===== config.mk =====
export PLATFORM = sky130hd
export DESIGN_NAME = serial_slice_adder_ctrl
export DESIGN_NICKNAME = d
export VERILOG_FILES = /design/src/rtl/serial_slice_adder_ctrl.sv
export SDC_FILE = /design/constraint.sdc
export NUM_CORES = 1
export LEC_CHECK = 0
export CAP_MARGIN = 20
export CORE_MARGIN = 2
export CORE_UTILIZATION = 63
export DETAILED_ROUTE_END_ITERATION = 10
export DONT_BUFFER_PORTS = 1
export GPL_TIMING_DRIVEN = 0
export MAX_ROUTING_LAYER = met4
export PLACE_DENSITY = 0.82
export SYNTH_ARGS = -nofsm -noshare
export SYNTH_HDL_FRONTEND = slang
export SYNTH_SLANG_ARGS = --single-unit
export TNS_END_PERCENT = 30

===== constraint.sdc =====
create_clock -name clk_i -period 5.1 [get_ports clk_i]
set_clock_uncertainty 0.2 [all_clocks]
set_input_delay 0.51 -clock clk_i [delete_from_list [all_inputs] [get_ports clk_i]]
set_output_delay 0.51 -clock clk_i [all_outputs]
set_load 0.01 [all_outputs]

===== src/rtl/serial_slice_adder_ctrl.sv =====
// Serial WIDTH-bit adder that reuses one SLICE-bit adder slice.
// It steps from LSB to MSB, one slice per cycle, with valid/ready on both sides.
module serial_slice_adder_ctrl #(
    parameter int WIDTH = 32,
    parameter int SLICE = 4
) (
    input  logic             clk_i,
    input  logic             rst_ni,
    input  logic             start_i,
    output logic             ready_o,
    input  logic [WIDTH-1:0] a_i,
    input  logic [WIDTH-1:0] b_i,
    input  logic             carry_i,
    output logic             valid_o,
    input  logic             ready_i,
    output logic [WIDTH-1:0] sum_o,
    output logic             carry_o,
    output logic             busy_o
);
    localparam int SL = (SLICE < 1) ? 1 : SLICE;
    localparam int N  = (WIDTH / SL < 1) ? 1 : WIDTH / SL;
    localparam int IW = (N > 1) ? $clog2(N) : 1;

    generate
        if ((SLICE < 1) || (WIDTH % SL != 0)) begin : g_bad_param
            $error("WIDTH must be a multiple of SLICE and SLICE >= 1");
        end
    endgenerate

    typedef enum logic [1:0] {S_IDLE, S_RUN, S_DONE} state_t;

    state_t          r_state;
    state_t          w_next;
    logic [WIDTH-1:0] r_a;
    logic [WIDTH-1:0] r_b;
    logic [WIDTH-1:0] r_sum;
    logic            r_cy;
    logic            r_carry;
    logic [IW-1:0]   r_idx;
    logic [SL-1:0]   w_sa;
    logic [SL-1:0]   w_sb;
    logic [SL:0]     w_slice;
    logic            w_last;
    logic            w_ready;
    logic            w_valid;
    logic            w_busy;

    assign w_last = (r_idx == IW'(N - 1));

    // Select the operand slice addressed by the current index
    always_comb begin
        w_sa = '0;
        w_sb = '0;
        for (int k = 0; k < N; k++) begin
            if (r_idx == IW'(k)) begin
                w_sa = r_a[k*SL +: SL];
                w_sb = r_b[k*SL +: SL];
            end
        end
    end

    // The shared slice adder: {co, s} = a + b + ci
    assign w_slice = {1'b0, w_sa} + {1'b0, w_sb} + (SL+1)'(r_cy);

    // FSM state register
    always_ff @(posedge clk_i or negedge rst_ni) begin
        if (!rst_ni) begin
            r_state <= S_IDLE;
        end else begin
            r_state <= w_next;
        end
    end

    // Next-state and handshake outputs
    always_comb begin
        w_next  = r_state;
        w_ready = 1'b0;
        w_valid = 1'b0;
        w_busy  = 1'b0;
        unique case (r_state)
            S_IDLE: begin
                w_ready = 1'b1;
                if (start_i) w_next = S_RUN;
            end
            S_RUN: begin
                w_busy = 1'b1;
                if (w_last) w_next = S_DONE;
            end
            S_DONE: begin
                w_busy  = 1'b1;
                w_valid = 1'b1;
                if (ready_i) w_next = S_IDLE;
            end
            default: w_next = S_IDLE;
        endcase
    end

    // Operand capture, slice stepping and result accumulation
    always_ff @(posedge clk_i or negedge rst_ni) begin
        if (!rst_ni) begin
            r_a     <= '0;
            r_b     <= '0;
            r_sum   <= '0;
            r_cy    <= 1'b0;
            r_carry <= 1'b0;
            r_idx   <= '0;
        end else begin
            unique case (r_state)
                S_IDLE: begin
                    if (start_i) begin
                        r_a   <= a_i;
                        r_b   <= b_i;
                        r_cy  <= carry_i;
                        r_idx <= '0;
                    end
                end
                S_RUN: begin
                    r_cy <= w_slice[SL];
                    for (int k = 0; k < N; k++) begin
                        if (r_idx == IW'(k)) begin
                            r_sum[k*SL +: SL] <= w_slice[SL-1:0];
                        end
                    end
                    if (w_last) begin
                        r_carry <= w_slice[SL];
                    end else begin
                        r_idx <= r_idx + IW'(1);
                    end
                end
                default: begin
                end
            endcase
        end
    end

    assign ready_o = w_ready;
    assign valid_o = w_valid;
    assign busy_o  = w_busy;
    assign sum_o   = r_sum;
    assign carry_o = r_carry;

endmodule


==> results by group <==
Critical path
  • Crit path kind: reg2reg
  • Worst Setup End Kind: flip-flop
  • Startpoint types: flip-flop
  • Worst-path fanout max: 10
  • Worst endpoint required time: 5.12 ns
  • WP data arrival: 4.58 ns

Run
  • Max-cap violation count: 0

Clock tree
  • Total setup buffers inserted after CTS: 0
  • Clk root buf: clkbuf_8
  • CTS tree: yes
  • Max clock buf depth: 2
  • # H-tree levels: 3
  • Total clock sinks: 103
  • Inserted Clock Buffers: 9
  • PostCTS Resize Cnt: 0
  • Latest clock arrival within the worst-skew pair: 0.36 ns
  • Clock transition at path regs: 0.11 ns

GRT
  • Global-route wire length before repair: 17700 um
  • Total gr overflow: 0
  • Vias in the first global route: 3517
  • Initial antenna violation count: 0
  • Largest net degree at the start of global routing: 104
  • Total GRT Usage: 27.4%

Layout
  • Area Overhead vs Synth: 7.29%
  • Filler instances: 574
  • Most frequent cells in the layout: 103 x dfrtp_1, 65 x mux2_2, 56 x nand2_1, 40 x o21ai_0, 19 x a21oi_1
  • Share of post-route cells with drive strength above 1: 21.9%
  • Final cell count without fillers: 559
  • Commonest non-fill, non-tap cell in the layout: dfrtp_1
  • Antenna Cells: 0
  • Layout Nets: 535

Yosys
  • EDFF count, synth: 0
  • Seq/Total Area, Yosys: 52.9%
  • #FFs+latches synth: 103
  • Yosys cell types: 42
  • Mean Syn Cell Area: 11.1 sq um
  • Syn Std Cell Area: 4870 sq um
  • Ys Warns: 0
  • Syn Nets: 522
  • Cells after Synth: 439
  • Dominant synthesized flop cell: dfrtp_1
  • FFs w/ async S/R, synth: 100%

Floorplan
  • Die area: 8460 sq um
  • Rows: 32
  • Core Footprint: 7610 sq um
  • Die Y: 92.0 um
  • I/O pin cnt: 105
  • Initial Util: 64.1%
  • Die W: 92.0 um

Power and ir drop
  • Leakage power: 0.00226 uW
  • Maximum VDD drop: 0.390 mV
  • PD cells: 726 nW/um^2

Timing
  • Final Hold Fails: 0
  • FMAX: 219 MHz
  • Max-slew headroom: 40.0%
  • TNS Setup: 0 ns
  • RSZ-0062 raised after global routing: no
  • Final period util: 89.4%
  • Pins over their slew limit: 0
  • # setup viols final: 0
  • Minimum clock period: 4.56 ns
  • Actual slew at the worst max-slew pin: 0.893 ns

Place
  • Placed cell count: 541
  • Port buffer count: 0
  • RePlAce Congestion: 0.871
  • Detailed placer's ending HPWL: 7900 um

Drt
  • Average wire per standard cell: 19.0 um
  • Routed WL: 10600 um
  • 1st-iter DRT viols: 181
  • Vias/cell: 6.18
  • Antenna-violating nets left: 0
  • TritonRoute pass-1 iters: 4
  • DRC: 0
  • Vias: 3453

Hold path
  • Min-delay worst type: in2reg

Status
  • Status: complete, no violations
==> where the power goes <==
group,switching [uW],leakage (uW),internal [uW]
Clock,286,0.0000910,198
Sequential,309,0.00125,1210
Combinational,1050,0.000914,741
Total,1650,0.00226,2150
==> synth_stat cells, drive strengths merged, types with 6 or more instances <==
cell      n  area share (%)
o31ai     9             1.4
ha       12             3.1
nor3      6            0.62
nor2     16             1.2
nand2    56             4.3
a211oi    6            0.92
nor2b     7            0.90
a31oi     7            0.90
mux2     65              15
buf      15             1.6
nand3    10             1.0
dfrtp   103              53
a21oi    19             2.0
clkbuf   10            0.77
inv      17             1.3
o21ai    40             4.1
==> final cells by class <==
| type | count | area [sq um] | area share, % |
|---|---|---|---|
| plain buffers | 25 | 118 | 2.25 |
| clock inverters | 6 | 52.6 | 1.00 |
| repair buffers | 2 | 37.5 | 0.718 |
| flip-flops and latches | 103 | 2580 | 49.3 |
| multi-input cells | 294 | 2120 | 40.5 |
| clock buffers | 10 | 138 | 2.63 |
| well taps | 102 | 128 | 2.44 |
| inverters | 17 | 63.8 | 1.22 |
==> worst paths after layout <==
path,from,end,slack (ns),cells after the start
worst max-delay path,r_idx[2],sum_o[26],0.54,13
worst min-delay path,a_i[9],r_a[9],0.09,1
worst max register to register,r_idx[2],sum_o[26],0.54,13
worst min register to register,r_b[14],r_b[14],0.32,1
max in group asynchronous,rst_ni,r_b[16],3.77,2
min in group asynchronous,rst_ni,r_a[24],0.52,2
==> state kept, by name, indices dropped and copies added (netlist names) <==
name / count
sum_o: 32
r_idx: 3
r_cy: 1
carry_o: 1
r_b: 32
r_state: 2
r_a: 32
==> layer usage <==
metal	global-route usage, %	share of wire, %	up-vias
li1	-	-	1598
met2	41.3	47	135
met4	8.08	1.7	0
met3	6.00	8.0	23
met1	38.0	43	1697
met5	-	0	-
==> critical path, cell delays in order (launching register included) <==
cell       delay [ns]
dfrtp_1          0.41
buf_2            0.26
inv_1            0.12
buf_2            0.21
ha_1             0.25
buf_6            0.14
or2_4            0.28
a2111oi_0        0.45
nor3_1           0.14
o31a_1           0.33
fa_1             0.43
fa_1             0.42
xor2_1           0.57
o21ai_0          0.21
==> repair_timing <==
| action | 4_1_cts | 5_1_grt |
|---|---|---|
| endpoints found under the hold margin | 103 | 0 |
| hold buffers | 2 | 0 |
| endpoints found under the setup margin | 0 | 0 |
==> logic make-up after synthesis <==
logic type	synth area share [%]
compound gates	15.6
flops	52.9
simple gates	8.75
mux	15.0
buf+inv	3.72
fa+ha+maj	3.90
xor+xnor	0.180
==> stage by stage <==
stage               util, %  hold WS, ns  power, uW  setup WS (ns)  instance area (sq um)
floorplan                 -       0.0144       2770           1.37                   4870
global placement       65.8       0.0189       3200          0.644                   5000
detailed placement     65.8       0.0182       3280          0.635                   5000
CTS                    68.8       0.0810       3790          0.622                   5230
global route           68.8       0.0682       4080          0.269                   5230
finish                 68.8       0.0875       3800          0.539                   5230
Note: power is estimated with default switching activity, not from simulation.
